`src/rtl/udcnt_pkg.sv`:
```
// Shared definitions for the up/down counter: direction encodings, the
// wrap/saturate mode type and a parameter-legality check used at elaboration.
package udcnt_pkg;

    localparam logic DIR_UP   = 1'b1;
    localparam logic DIR_DOWN = 1'b0;

    typedef enum logic {
        MODE_WRAP = 1'b0,
        MODE_SAT  = 1'b1
    } udcnt_mode_e;

    // True when the width, highest count and reset value form a usable set:
    // width of at least 2, MAX_COUNT in 1..2**width-1, RESET_VAL <= MAX_COUNT.
    function automatic bit udcnt_params_ok(input int width,
                                           input longint unsigned max_count,
                                           input longint unsigned reset_val);
        longint unsigned limit;
        if (width < 2 || width > 63) begin
            return 1'b0;
        end
        limit = (64'd1 << width) - 64'd1;
        return (max_count >= 64'd1) && (max_count <= limit) && (reset_val <= max_count);
    endfunction

endpackage : udcnt_pkg

```
`src/rtl/udcnt_next_val.sv`:
```
// Combinational next-count and terminal-count qualification for one enabled
// count step. The increment is formed one bit wider than the counter so a
// modulus below 2**WIDTH is detected by compare, never by silent overflow.
// With UDCNT_SAT_EN defined a mode input selects wrap or clamp at the limits;
// without it the counter always wraps and no clamp logic exists.
module udcnt_next_val
    import udcnt_pkg::*;
#(
    parameter int               WIDTH     = 8,
    parameter logic [WIDTH-1:0] MAX_COUNT = '1
) (
    input  logic [WIDTH-1:0] q_i,
    input  logic             up_down_i,
`ifdef UDCNT_SAT_EN
    input  udcnt_mode_e      mode_i,
`endif
    output logic [WIDTH-1:0] next_o,
    output logic             tc_o
);

    localparam logic [WIDTH:0]   MAX_EXT = {1'b0, MAX_COUNT};
    localparam logic [WIDTH-1:0] ONE     = WIDTH'(1);

    logic [WIDTH:0] up_wide;

    assign up_wide = {1'b0, q_i} + {1'b0, ONE};

    // Step up or down; at a limit either wrap or clamp, flagging tc either way.
    always_comb begin
        next_o = q_i;
        tc_o   = 1'b0;
        if (up_down_i == DIR_UP) begin
            if (up_wide > MAX_EXT) begin
                tc_o = 1'b1;
`ifdef UDCNT_SAT_EN
                next_o = (mode_i == MODE_SAT) ? MAX_COUNT : '0;
`else
                next_o = '0;
`endif
            end else begin
                next_o = up_wide[WIDTH-1:0];
            end
        end else begin
            if (q_i == '0) begin
                tc_o = 1'b1;
`ifdef UDCNT_SAT_EN
                next_o = (mode_i == MODE_SAT) ? '0 : MAX_COUNT;
`else
                next_o = MAX_COUNT;
`endif
            end else begin
                next_o = q_i - ONE;
            end
        end
    end

endmodule : udcnt_next_val

```
`src/rtl/updown_counter_mod.sv`:
```
// Parametrised up/down counter with programmable modulus, clamped parallel
// load, count enable and a registered terminal-count pulse.
// Optional feature macro: UDCNT_SAT_EN adds the sat_mode port and run-time
// selectable saturation at the limits; when undefined the counter wraps.
module updown_counter_mod
    import udcnt_pkg::*;
#(
    parameter int              WIDTH     = 8,
    parameter longint unsigned MAX_COUNT = (64'd1 << WIDTH) - 64'd1,
    parameter longint unsigned RESET_VAL = 64'd0
) (
    input  logic             clk,
    input  logic             reset_n,
    input  logic             en,
    input  logic             load_en,
    input  logic [WIDTH-1:0] data_in,
    input  logic             up_down,
`ifdef UDCNT_SAT_EN
    input  logic             sat_mode,
`endif
    output logic [WIDTH-1:0] q_out,
    output logic             tc,
    output logic             at_max,
    output logic             at_min
);

    generate
        if (!udcnt_params_ok(WIDTH, MAX_COUNT, RESET_VAL)) begin : g_param_error
            $error("updown_counter_mod: illegal WIDTH/MAX_COUNT/RESET_VAL combination");
        end
    endgenerate

    localparam logic [WIDTH-1:0] MAX_V   = MAX_COUNT[WIDTH-1:0];
    localparam logic [WIDTH-1:0] RESET_V = RESET_VAL[WIDTH-1:0];

    logic [WIDTH-1:0] count_q, count_d;
    logic             tc_q, tc_d;
    logic [WIDTH-1:0] step_val;
    logic             step_tc;
    logic [WIDTH-1:0] load_val;

    udcnt_next_val #(
        .WIDTH     (WIDTH),
        .MAX_COUNT (MAX_V)
    ) u_next (
        .q_i       (count_q),
        .up_down_i (up_down),
`ifdef UDCNT_SAT_EN
        .mode_i    (sat_mode ? MODE_SAT : MODE_WRAP),
`endif
        .next_o    (step_val),
        .tc_o      (step_tc)
    );

    // Out-of-range load values are clamped so the count never leaves 0..MAX.
    assign load_val = (data_in > MAX_V) ? MAX_V : data_in;

    // Load beats count beats hold; only an enabled count step can raise tc.
    always_comb begin
        count_d = count_q;
        tc_d    = 1'b0;
        if (load_en) begin
            count_d = load_val;
        end else if (en) begin
            count_d = step_val;
            tc_d    = step_tc;
        end
    end

    // Count and terminal-count registers with synchronous active-low reset.
    always_ff @(posedge clk) begin
        if (!reset_n) begin
            count_q <= RESET_V;
            tc_q    <= 1'b0;
        end else begin
            count_q <= count_d;
            tc_q    <= tc_d;
        end
    end

    assign q_out  = count_q;
    assign tc     = tc_q;
    assign at_max = (count_q == MAX_V);
    assign at_min = (count_q == '0);

endmodule : updown_counter_mod

```
`config.mk`:
```
export PLATFORM = sky130hd
export DESIGN_NAME = updown_counter_mod
export DESIGN_NICKNAME = d
export VERILOG_FILES = /design/src/rtl/udcnt_pkg.sv /design/src/rtl/udcnt_next_val.sv /design/src/rtl/updown_counter_mod.sv
export SDC_FILE = /design/constraint.sdc
export NUM_CORES = 1
export LEC_CHECK = 0
export BUFFER_PORTS_ARGS = -buffer_cell sky130_fd_sc_hd__buf_2
export CORE_AREA = 2 2 49 51
export CTS_CLUSTER_SIZE = 14
export DETAILED_ROUTE_END_ITERATION = 10
export DIE_AREA = 0 0 51 53
export HOLD_SLACK_MARGIN = 0.12
export PLACE_DENSITY = 0.71
export RECOVER_POWER = 100
export SKIP_LAST_GASP = 1
export SYNTH_ARGS = -nofsm -noshare
export SYNTH_HDL_FRONTEND = slang
export SYNTH_SLANG_ARGS = --single-unit
```
`constraint.sdc`:
```
create_clock -name clk -period 2 [get_ports clk]
set_input_delay 0.3 -clock clk [delete_from_list [all_inputs] [get_ports clk]]
set_output_delay 0.3 -clock clk [all_outputs]
set_load 0.01 [all_outputs]
```
==> summary.txt, run 1 <==
Timing
  – Fin crit period: 1.94 ns
  – Final WS setup: roughly 0.062 ns
  – Max-slew headroom at the worst pin: 67.8%
  – Worst-margin pin slew: around 0.48 ns
  – Period utilization: 96.9%
  – Setup TNS: 0 ns
  – RSZ-0062 raised after global routing: no
  – Slew Viols, Final: 0
  – Final Hold Fails: 0
  – Final setup viols: 0
  – Max Fclk: slightly above 500 MHz
  – Final Skew: between 0.007 and 0.008 ns

Clock network
  – Htree depth: 1
  – Max Root-Sink Buffers: 2
  – Worst skew pair latency: around 0.28 ns
  – # clock sinks: 9
  – TritonCTS Buffers: 3
  – CTS tree: built
  – Clock-pin slew on the worst setup and hold paths: approximately 0.070 ns
  – CTS Root Cell: clkbuf_4

Die
  – Die W: between 50 and 60 um
  – Core area: 0.00215 mm^2
  – Starting Density: 44.7%
  – Die area: between 0.002 and 0.003 mm^2
  – I/O Pins: 24
  – Die Ht: 53 um
  – Core Rows: 17

Logic synthesis
  – Syn nets: 150
  – Synth cell types: between 40 and 50
  – Mapped Cells: around 130
  – Post-synth ARST share: 0%
  – Top-area cell type share of the netlist area: a little under a fifth
  – Synth cell count leaders: a21oi_1 (19), nor2_1 (15), dfxtp_1 (9), nand2_1 (9), nor3_1 (7)
  – Mapped cell area: 960 um^2
  – Number of synthesized flops with an enable pin: 0
  – Yosys warning count: 0
  – Area leader, netlist: dfxtp_1
  – Synth top area cells: dfxtp_1 (19%), a21oi_1 (9.9%), nor2_1 (5.9%)
  – Top FF cell, synth: dfxtp_1
  – Sequential area share after synthesis: a little under a fifth
  – Yosys reg bits: 9
  – Dominant cell by count in the synthesized netlist: a21oi_1
  – Syn Area/Cell: roughly 7 um^2

Setup path
  – WS Path Type: reg2out
  – Crit path arrival time: approximately 1.6 ns
  – Worst Setup Start Kind: flop
  – Critical Path Fanout Max: 10
  – CP Data Required Time: roughly 1.7 ns
  – Crit. End Element: output port

Detailed routing
  – Metal3 WL: between 200 and 250 um
  – Drt wl/cell: 15.0 um
  – Routed vias/inst: between 5 and 6
  – Final ANT Viol Nets: 0
  – Wl on met1: ~1100 um
  – First-pass iteration count of the detailed router: 4
  – Total number of vias: about 1100
  – Drt drc: 0
  – Routed wire length: between 2000 and 3000 um
  – DRT iter0 DRCs: 32
  – WL met2: between 1000 and 1500 um
  – Highest metal used: met4

Run
  – Maxcap violations: 0

Finish
  – Cell area after layout: between 0.001 and 0.0015 mm^2
  – Filler cell count: 240
  – Number of antenna diodes: 0
  – Storage cell area: about 180 um^2
  – P&R area growth vs syn: 13.2%
  – Area occupied by multi-input gates: 678 um^2
  – NumNets Final: roughly 170
  – Layout cells sized above 1: 19.4%

Global route
  – Total track usage: a little over a fifth
  – First-pass GRT wire length: 4370 um
  – Vias in the first global route: 1014
  – Largest net degree at the start of global routing: 19
  – Antenna violations before repair: 0
  – Total grt overflow: 0

Place
  – GP Congestion: a little under 0.9
  – Worst slack at placement: 0.188 ns
  – HPWL Detailed: ~2000 um
  – Post-DP Area: 0.00108 mm^2
  – I/O Buffers: 23

Outcome
  – Status: completed

Worst hold path
  – Hold Crit Class: in2reg

Power
  – Leakage dissipation: between 0.4 and 0.5 nW
  – PnR Total Power: 0.000605 W
  – P per Cell Area: 557 mW/mm^2
  – Peak supply drop: roughly 400 uV
==> final cells by class <==
cell class | count | area share [%]
timing repair buffer | 29 | 13.2
clock buffer | 4 | 2.42
inverter | 6 | 2.07
tap | 28 | 3.23
sequential | 9 | 16.6
multi-input combinational | 107 | 62.4
==> report_power, final <==
group | internal [W] | leakage (nW) | switching [W]
clock | 0.0000776 | 0.0150 | 0.0000776
combinational | 0.0000961 | 0.348 | 0.000131
sequential | 0.000193 | 0.0743 | 0.0000294
total | 0.000367 | 0.437 | 0.000238
==> sequential cells by signal, summed over array words and instances (netlist names) <==
| name | count |
|---|---|
| q_out | 8 |
| tc | 1 |
==> layer usage <==
layer | vias up | GRT usage, %
met4 | 0 | 14.0
met1 | 493 | 24.6
met5 | - | 0
met3 | 11 | 4.24
met2 | 53 | 37.9
li1 | 529 | -
==> cell usage in the layout, fill, tap and decap left out, types with 2 or more instances in the layout <==
master    instances
a21oi_1          19
buf_2            16
nor2_1           15
clkbuf_1         10
nand2_1           9
dfxtp_1           9
inv_1             6
nor3_1            6
nand3_1           5
o22ai_1           5
o21ai_0           5
xor2_1            4
ha_1              4
buf_4             4
nor3b_1           3
clkbuf_4          3
nor4_1            2
a41o_1            2
xnor2_1           2
nor2b_1           2
o31ai_1           2
nand2b_1          2
o211ai_1          2
==> what timing repair did <==
item / in CTS / in global routing
hold buffers: 0 / 0
resized for setup: 0 / 2
buffers inserted: 0 / 0
endpoints found under the setup margin: 0 / 2
==> critical path, cell delays in order, from the launching register on <==
cell	delay (ns)
dfxtp_1	0.41
or3_1	0.49
nor4_1	0.27
buf_2	0.18
==> logic make-up (layout without fill, tap and decap cells) <==
| family | Yosys count | in the layout | synth area share (%) |
|---|---|---|---|
| flip-flops | 9 | 9 | 18.8 |
| AND/OR/NAND/NOR | 54 | 54 | 31.0 |
| XOR/XNOR | 6 | 6 | 5.48 |
| adder cells (fa/ha/maj) | 4 | 4 | 5.22 |
| AO/OA/AOI/OAI | 43 | 43 | 29.1 |
| buffers and inverters | 17 | 39 | 10.4 |
==> worst paths after layout <==
| path | start | to | slack, ns | depth (start not counted) |
|---|---|---|---|---|
| min reg2reg | q_out[0]$_SDFFE_PN0P_ | q_out[0]$_SDFFE_PN0P_ | 0.68 | 3 |
| max reg2reg | q_out[0]$_SDFFE_PN0P_ | q_out[4]$_SDFFE_PN0P_ | 0.14 | 6 |
| min | data_in[3] | q_out[3]$_SDFFE_PN0P_ | 0.30 | 3 |
| max | q_out[2]$_SDFFE_PN0P_ | at_min | 0.06 | 3 |
==> through the flow <==
step | hold slack (ns) | utilization, % | std cells
2_1_floorplan | 0.448 | - | 133
3_3_place_gp | 0.587 | 50.1 | 179
3_5_place_dp | 0.588 | 50.1 | 179
4_1_cts | 0.298 | 51.4 | 183
5_1_grt | 0.305 | 50.6 | 183
6_report | 0.304 | 50.6 | 183
(Power assumes the default switching activity.)
==> run 2: changes to the inputs <==
- CELL_PAD_IN_SITES_DETAIL_PLACEMENT: unset -> 1
- CELL_PAD_IN_SITES_GLOBAL_PLACEMENT: unset -> 1
- CORE_AREA: 2 2 49 51 -> 2 2 57 59
- DIE_AREA: 0 0 51 53 -> 0 0 59 61
- PLACE_DENSITY: 0.71 -> 0.76
- clock period: 2 -> 1.6 ns (I/O delays scaled with it)
==> summary.txt, run 2 (synthesized netlist as in run 1, its figures left out) <==
Outcome
  – Status: finished, violations left
  – Failing checks: negative setup slack

Run
  – Maxcap violations: 0 (unchanged)

Place
  – HPWL Detailed: 2810 um (+40%)
  – I/O Buffers: 23 (unchanged)
  – GP Congestion: 0.839 (-5.7%)
  – Dpl cells: 202 (+13%)

Die
  – Die W: 59 um (+16%)
  – I/O Pins: 24 (unchanged)
  – Core area: 0.00295 mm^2 (+37%)
  – Die area: 0.00360 mm^2 (+33%)
  – Die Ht: 61 um (+15%)
  – Starting Density: 32.5% (-12 points)
  – Core Rows: 20 (+3)

Setup path
  – Sum of buffers and inverters on the critical path: 1 (unchanged)
  – Crit path max-delay family: simple AND/OR/NAND/NOR gates
  – Reg-to-reg endpoint: q_out[3]$_SDFFE_PN0P_
  – WS Path Type: reg2reg
  – Critical Path Fanout Max: 7 (-3)
  – Crit. End Element: flop
  – Worst Setup Start Kind: flop
  – WP depth: 5 (+2)
  – Worst reg2reg setup slack: -0.20 ns (-0.34 ns)
  – CP Data Required Time: 1.76 ns (+0.06 ns)
  – Largest stage delay on the critical path: 0.43 ns (-0.06 ns)
  – Crit-path cells: or3_4, nor4_4, buf_4, o21ai_0, o22ai_1
  – Launch point of the worst reg-to-reg path: q_out[2]$_SDFFE_PN0P_
  – Worst-case reg-to-reg path depth: 5 (-1)
  – Crit path arrival time: 1.95 ns (+0.31 ns)
  – CP max-delay cell: or3_4

Timing
  – Slew Viols, Final: 0 (unchanged)
  – Max-slew headroom at the worst pin: 78.0% (+10 points)
  – RSZ-0062 raised after global routing: yes
  – Final Hold Fails: 0 (unchanged)
  – Fin crit period: 1.80 ns
  – Worst-margin pin slew: 0.330 ns (-0.153 ns)
  – Final Skew: 0.00931 ns (+0.00177 ns)
  – Final WS setup: -0.198 ns (-0.259 ns)
  – Period utilization: 112%
  – Final setup viols: 10 (+10)
  – WHS: 0.255 ns (-0.0495 ns)
  – Max Fclk: 556 MHz

Power
  – P per Cell Area: 624 mW/mm^2 (+12%)
  – Peak supply drop: 373 uV (-6.3%)
  – Comb power frac: 52.2% (+15 points)
  – Reg power frac: 28.1% (-8.7 points)
  – Internal power component: 0.000584 W (+59%)
  – Sw Share: 40.0% (+0.67 points)
  – Clock share of power: 19.7% (-6.0 points)
  – Leakage dissipation: 0.690 nW (+58%)
  – Sw power: 0.000390 W (+64%)

Detailed routing
  – Drt drc: 0 (unchanged)
  – DRT iter0 DRCs: 55 (+72%)
  – Final ANT Viol Nets: 0 (unchanged)
  – Total number of vias: 1251 (+15%)
  – Routed vias/inst: 5.69 (-4.2%)
  – First-pass iteration count of the detailed router: 4 (unchanged)
  – Drt wl/cell: 20.2 um (+34%)
  – Routed wire length: 4450 um (+62%)

Finish
  – Max FFs per register: 8 (unchanged)
  – Layout cells sized above 1: 52.4% (+33 points)
  – Commonest non-fill, non-tap cell in the layout: buf_4
  – P&R area growth vs syn: 62.6%
  – NumNets Final: 205 (+18%)
  – Fin cells: 220 (+20%)
  – Number of antenna diodes: 0 (unchanged)
  – Most frequent cells in the layout: buf_4 (32), buf_2 (22), a21oi_1 (19)

Worst hold path
  – Hold Crit Class: in2reg
  – Hold endpoint: q_out[2]$_SDFFE_PN0P_
  – Hold Path Depth: 2 (-1)
  – Hold Startpoint: reset_n

Clock network
  – CTS Root Cell: clkbuf_4
  – Htree depth: 1 (unchanged)
  – # clock sinks: 9 (unchanged)
  – TritonCTS Buffers: 3 (unchanged)
  – Max Root-Sink Buffers: 2 (unchanged)
  – CTS Hold Bufs: 0 (unchanged)
  – Worst skew pair latency: 0.27 ns (about the same)
  – CTS tree: built
  – Clock-pin slew on the worst setup and hold paths: 0.08 ns (about the same)

Global route
  – Largest net degree at the start of global routing: 18 (-1)
  – Total grt overflow: 0 (unchanged)
  – Total track usage: 24.1% (+2.2 points)
  – Antenna violations before repair: 0 (unchanged)
  – First-pass GRT wire length: 6330 um (+45%)
  – Vias in the first global route: 1271 (+25%)
-- run 2: cell types whose count changed in the layout (fill, tap and decap cells not counted), moves of 3 or more --
cell	change
ha_1	-4
buf_4	+28
dfxtp_1	-4
buf_2	+6
buf_6	+6
clkbuf_1	-8
dfxtp_4	+3
-- run 2: final cells by class --
type	instances	area, um^2
multi-input cells	107	851
fillers	366	1390
flip-flops and latches	9	193
well taps	33	41.3
inverters	6	27.5
clock buffers	4	26.3
repair buffers	61	422
-- run 2: metal layers --
metal / vias to the layer above / routed length, um / global-route usage (%) / part of all wire (%)
li1: 590 / - / - / -
met1: 612 / 1940 / 29.3 / 44
met2: 39 / 2240 / 42.4 / 50
met3: 10 / 169 / 3.20 / 3.8
met4: 0 / 95 / 10.7 / 2.1
met5: - / 0 / 0 / 0
-- run 2: worst max-delay path by stage --
stage / start / to / slack (ns)
final: q_out[2]$_SDFFE_PN0P_ / q_out[3]$_SDFFE_PN0P_ / -0.20
after global routing: q_out[2]$_SDFFE_PN0P_ / q_out[3]$_SDFFE_PN0P_ / -0.26
after CTS: q_out[0]$_SDFFE_PN0P_ / at_min / -0.19
after detailed placement: q_out[1]$_SDFFE_PN0P_ / q_out[0]$_SDFFE_PN0P_ / -0.16
after global placement: q_out[1]$_SDFFE_PN0P_ / q_out[4]$_SDFFE_PN0P_ / -0.07
after floorplan: q_out[1]$_SDFFE_PN0P_ / q_out[4]$_SDFFE_PN0P_ / -0.08
-- run 2: per-stage QoR --
step,power [W],setup WS (ns),utilization [%],instance area (um^2),setup TNS [ns]
after CTS,0.000895,-0.194,47.9,1410,-0.805
after global placement,0.000638,-0.0669,42.2,1250,-0.192
final,0.000974,-0.198,52.8,1560,-1.17
after global routing,0.00102,-0.262,52.8,1560,-1.73
after floorplan,0.000509,-0.0785,-,1000,-0.132
after detailed placement,0.000652,-0.155,42.2,1250,-0.610
-- run 2: worst register-to-register path: stages (launching register included) --
cell     delay (ns)
dfxtp_4        0.38
or3_4          0.43
nor4_4         0.31
buf_4          0.19
o21ai_0        0.11
o22ai_1        0.27
-- run 2: repair_timing --
action	4_1_cts	5_1_grt
pin swaps	7	11
gates resized for setup	17	20
setup buffers	6	10
setup endpoints to repair	10	11
-- run 2: power by group through the flow --
stage | logic (W) | registers, W | clock network, W
after detailed placement | 0.000372 | 0.000280 | 0
final | 0.000509 | 0.000273 | 0.000192
after global routing | 0.000546 | 0.000276 | 0.000197
after CTS | 0.000430 | 0.000274 | 0.000191
after floorplan | 0.000238 | 0.000271 | 0
after global placement | 0.000360 | 0.000278 | 0
==> run 3: changes to the inputs <==
--- a/config.mk
+++ b/config.mk
@@ -17,2 +17,3 @@
 export RECOVER_POWER = 100
+export SETUP_SLACK_MARGIN = 0.3
 export SKIP_LAST_GASP = 1
--- a/constraint.sdc
+++ b/constraint.sdc
@@ -3,2 +3,2 @@
 set_output_delay 0.24 -clock clk [all_outputs]
-set_load 0.01 [all_outputs]
+set_load 0.005 [all_outputs]
==> summary.txt, run 3 (synthesized netlist as in run 1, its figures left out) <==
Finish
  – Number of antenna diodes: 0 (unchanged)
  – Fin util: 53.0% (+0.17 points)
  – Layout cells sized above 1: 52.9% (+0.47 points)
  – NumNets Final: 209 (+2.0%)
  – P&R area growth vs syn: 63.1%
  – Commonest non-fill, non-tap cell in the layout: buf_4
  – Most frequent cells in the layout: buf_4 (36), buf_2 (22), a21oi_1 (18)
  – Max FFs per register: 8 (unchanged)

Detailed routing
  – Drt wl/cell: 20.2 um (about the same)
  – First-pass iteration count of the detailed router: 4 (unchanged)
  – Drt drc: 0 (unchanged)
  – Routed wire length: 4530 um (+1.9%)
  – Final ANT Viol Nets: 0 (unchanged)
  – Total number of vias: 1264 (+1.0%)
  – Routed vias/inst: 5.64 (-0.77%)
  – DRT iter0 DRCs: 37 (-33%)

Clock network
  – Htree depth: 1 (unchanged)
  – # clock sinks: 9 (unchanged)
  – Max Root-Sink Buffers: 2 (unchanged)
  – TritonCTS Buffers: 3 (unchanged)
  – Clock-pin slew on the worst setup and hold paths: 0.07 ns (about the same)
  – Worst skew pair latency: 0.28 ns (about the same)
  – CTS Root Cell: clkbuf_4
  – CTS tree: built

Worst hold path
  – Hold endpoint: q_out[2]$_SDFFE_PN0P_
  – Hold Crit Class: in2reg
  – Hold Path Depth: 2 (unchanged)
  – Hold Startpoint: reset_n

Timing
  – Max-slew headroom at the worst pin: 76.9% (-1.0 points)
  – Fin crit period: 1.77 ns (-0.0261 ns)
  – Final Skew: 0.00153 ns (-0.00778 ns)
  – WHS: 0.248 ns (-0.00740 ns)
  – Max Fclk: 565 MHz (+1.5%)
  – Period utilization: 111% (-1.6 points)
  – Final WS setup: -0.171 ns (+0.0261 ns)
  – Worst-margin pin slew: 0.344 ns (+0.0142 ns)
  – Slew Viols, Final: 0 (unchanged)
  – RSZ-0062 raised after global routing: yes
  – Final Hold Fails: 0 (unchanged)
  – Final setup viols: 10 (unchanged)

Power
  – Clock share of power: 20.2% (+0.5 points)
  – Reg power frac: 27.7% (-0.4 points)
  – Sw power: 0.000388 W (-0.54%)
  – Internal power component: 0.000581 W (-0.53%)
  – Sw Share: 40.0% (about the same)
  – P per Cell Area: 619 mW/mm^2 (-0.85%)
  – Comb power frac: 52.1% (about the same)
  – Leakage dissipation: 0.696 nW (+0.97%)
  – Peak supply drop: 381 uV (+2.2%)

Die
  – Die Ht: 61 um (unchanged)
  – Die W: 59 um (unchanged)
  – Starting Density: 32.5% (unchanged)
  – I/O Pins: 24 (unchanged)
  – Core Rows: 20 (unchanged)
  – Die area: 0.00360 mm^2 (unchanged)
  – Core area: 0.00295 mm^2 (unchanged)

Setup path
  – Launch point of the worst reg-to-reg path: q_out[1]$_SDFFE_PN0P_
  – Crit path arrival time: 1.94 ns (about the same)
  – Worst reg2reg setup slack: -0.17 ns (+0.03 ns)
  – Crit-path cells: inv_4, ha_4, nand4bb_4, nor3_4, buf_4, buf_6, buf_6, nand2_2, a21o_1
  – Worst Setup Start Kind: flop
  – CP Data Required Time: 1.77 ns (about the same)
  – Largest stage delay on the critical path: 0.38 ns (-0.05 ns)
  – WS Path Type: reg2reg
  – CP max-delay cell: dfxtp_4
  – Critical Path Fanout Max: 5 (-2)
  – Reg-to-reg endpoint: q_out[7]$_SDFFE_PN0P_
  – Sum of buffers and inverters on the critical path: 4 (+3)
  – Crit path max-delay family: simple AND/OR/NAND/NOR gates
  – Most used cell, CP: buf_6
  – Crit. End Element: flop
  – Worst-case reg-to-reg path depth: 9 (+4)

Run
  – Maxcap violations: 0 (unchanged)

Global route
  – Vias in the first global route: 1284 (+1.0%)
  – Antenna violations before repair: 0 (unchanged)
  – M1 GR Usage: 29.6% (+0.36 points)
  – First-pass GRT wire length: 6180 um (-2.4%)
  – Total grt overflow: 0 (unchanged)
  – GR Util met3: 0.640% (-2.6 points)
  – Largest net degree at the start of global routing: 18 (unchanged)
  – Most Crowded Layer GR: met2
  – Global-route met2 utilization: 40.8% (-1.6 points)
  – Total track usage: 23.1% (-1.0 points)

Outcome
  – Failing checks: negative setup slack
  – Status: finished, violations left

Place
  – HPWL Detailed: 2790 um (-0.86%)
  – GP Congestion: 0.852 (+1.6%)
  – I/O Buffers: 23 (unchanged)
run 3: worst max path at each step:
stage                           from               endpoint  slack, ns  cells after the start
3_3_place_gp   q_out[1]$_SDFFE_PN0P_  q_out[0]$_SDFFE_PN0P_      -0.06                      6
6_report       q_out[1]$_SDFFE_PN0P_  q_out[7]$_SDFFE_PN0P_      -0.17                      9
2_1_floorplan  q_out[1]$_SDFFE_PN0P_  q_out[4]$_SDFFE_PN0P_      -0.05                      8
4_1_cts        q_out[0]$_SDFFE_PN0P_                 at_min      -0.14                      6
3_5_place_dp   q_out[1]$_SDFFE_PN0P_  q_out[3]$_SDFFE_PN0P_      -0.11                      6
5_1_grt        q_out[1]$_SDFFE_PN0P_  q_out[7]$_SDFFE_PN0P_      -0.22                      9
run 3: per-layer routing:
metal  part of all wire, %  vias to the layer above
met5                     0                        -
met2                    53                       37
li1                      -                      599
met3                   3.0                       13
met1                    42                      615
met4                   2.6                        0
run 3: power groups by stage:
stage	Combinational, W	Sequential, W	Clock (W)
after floorplan	0.000239	0.000265	0
after global placement	0.000370	0.000273	0
after detailed placement	0.000384	0.000275	0
after CTS	0.000414	0.000269	0.000189
after global routing	0.000537	0.000271	0.000200
final	0.000505	0.000268	0.000196
run 3: area by class of cell:
cell class	instances	area (um^2)
Clock buffer	4	26.3
Tap cell	33	41.3
Sequential cell	9	193
Multi-Input combinational cell	107	826
Fill cell	384	1390
Inverter	6	27.5
Timing Repair Buffer	65	452
run 3: what timing repair did:
action / in CTS / in global routing
hold buffers: 0 / 0
gates resized for setup: 10 / 26
setup endpoints to repair: 12 / 12
pin swaps: 6 / 10
buffers inserted: 5 / 6
run 3: through the flow:
step	total power (W)	instance area [um^2]	setup WS [ns]	std cells	setup TNS, ns
2_1_floorplan	0.000504	1000	-0.0544	133	-0.0946
4_1_cts	0.000873	1400	-0.137	218	-0.548
6_report	0.000969	1570	-0.171	224	-1.00
3_5_place_dp	0.000659	1300	-0.113	209	-0.543
5_1_grt	0.00101	1570	-0.220	224	-1.78
3_3_place_gp	0.000642	1300	-0.0647	209	-0.212
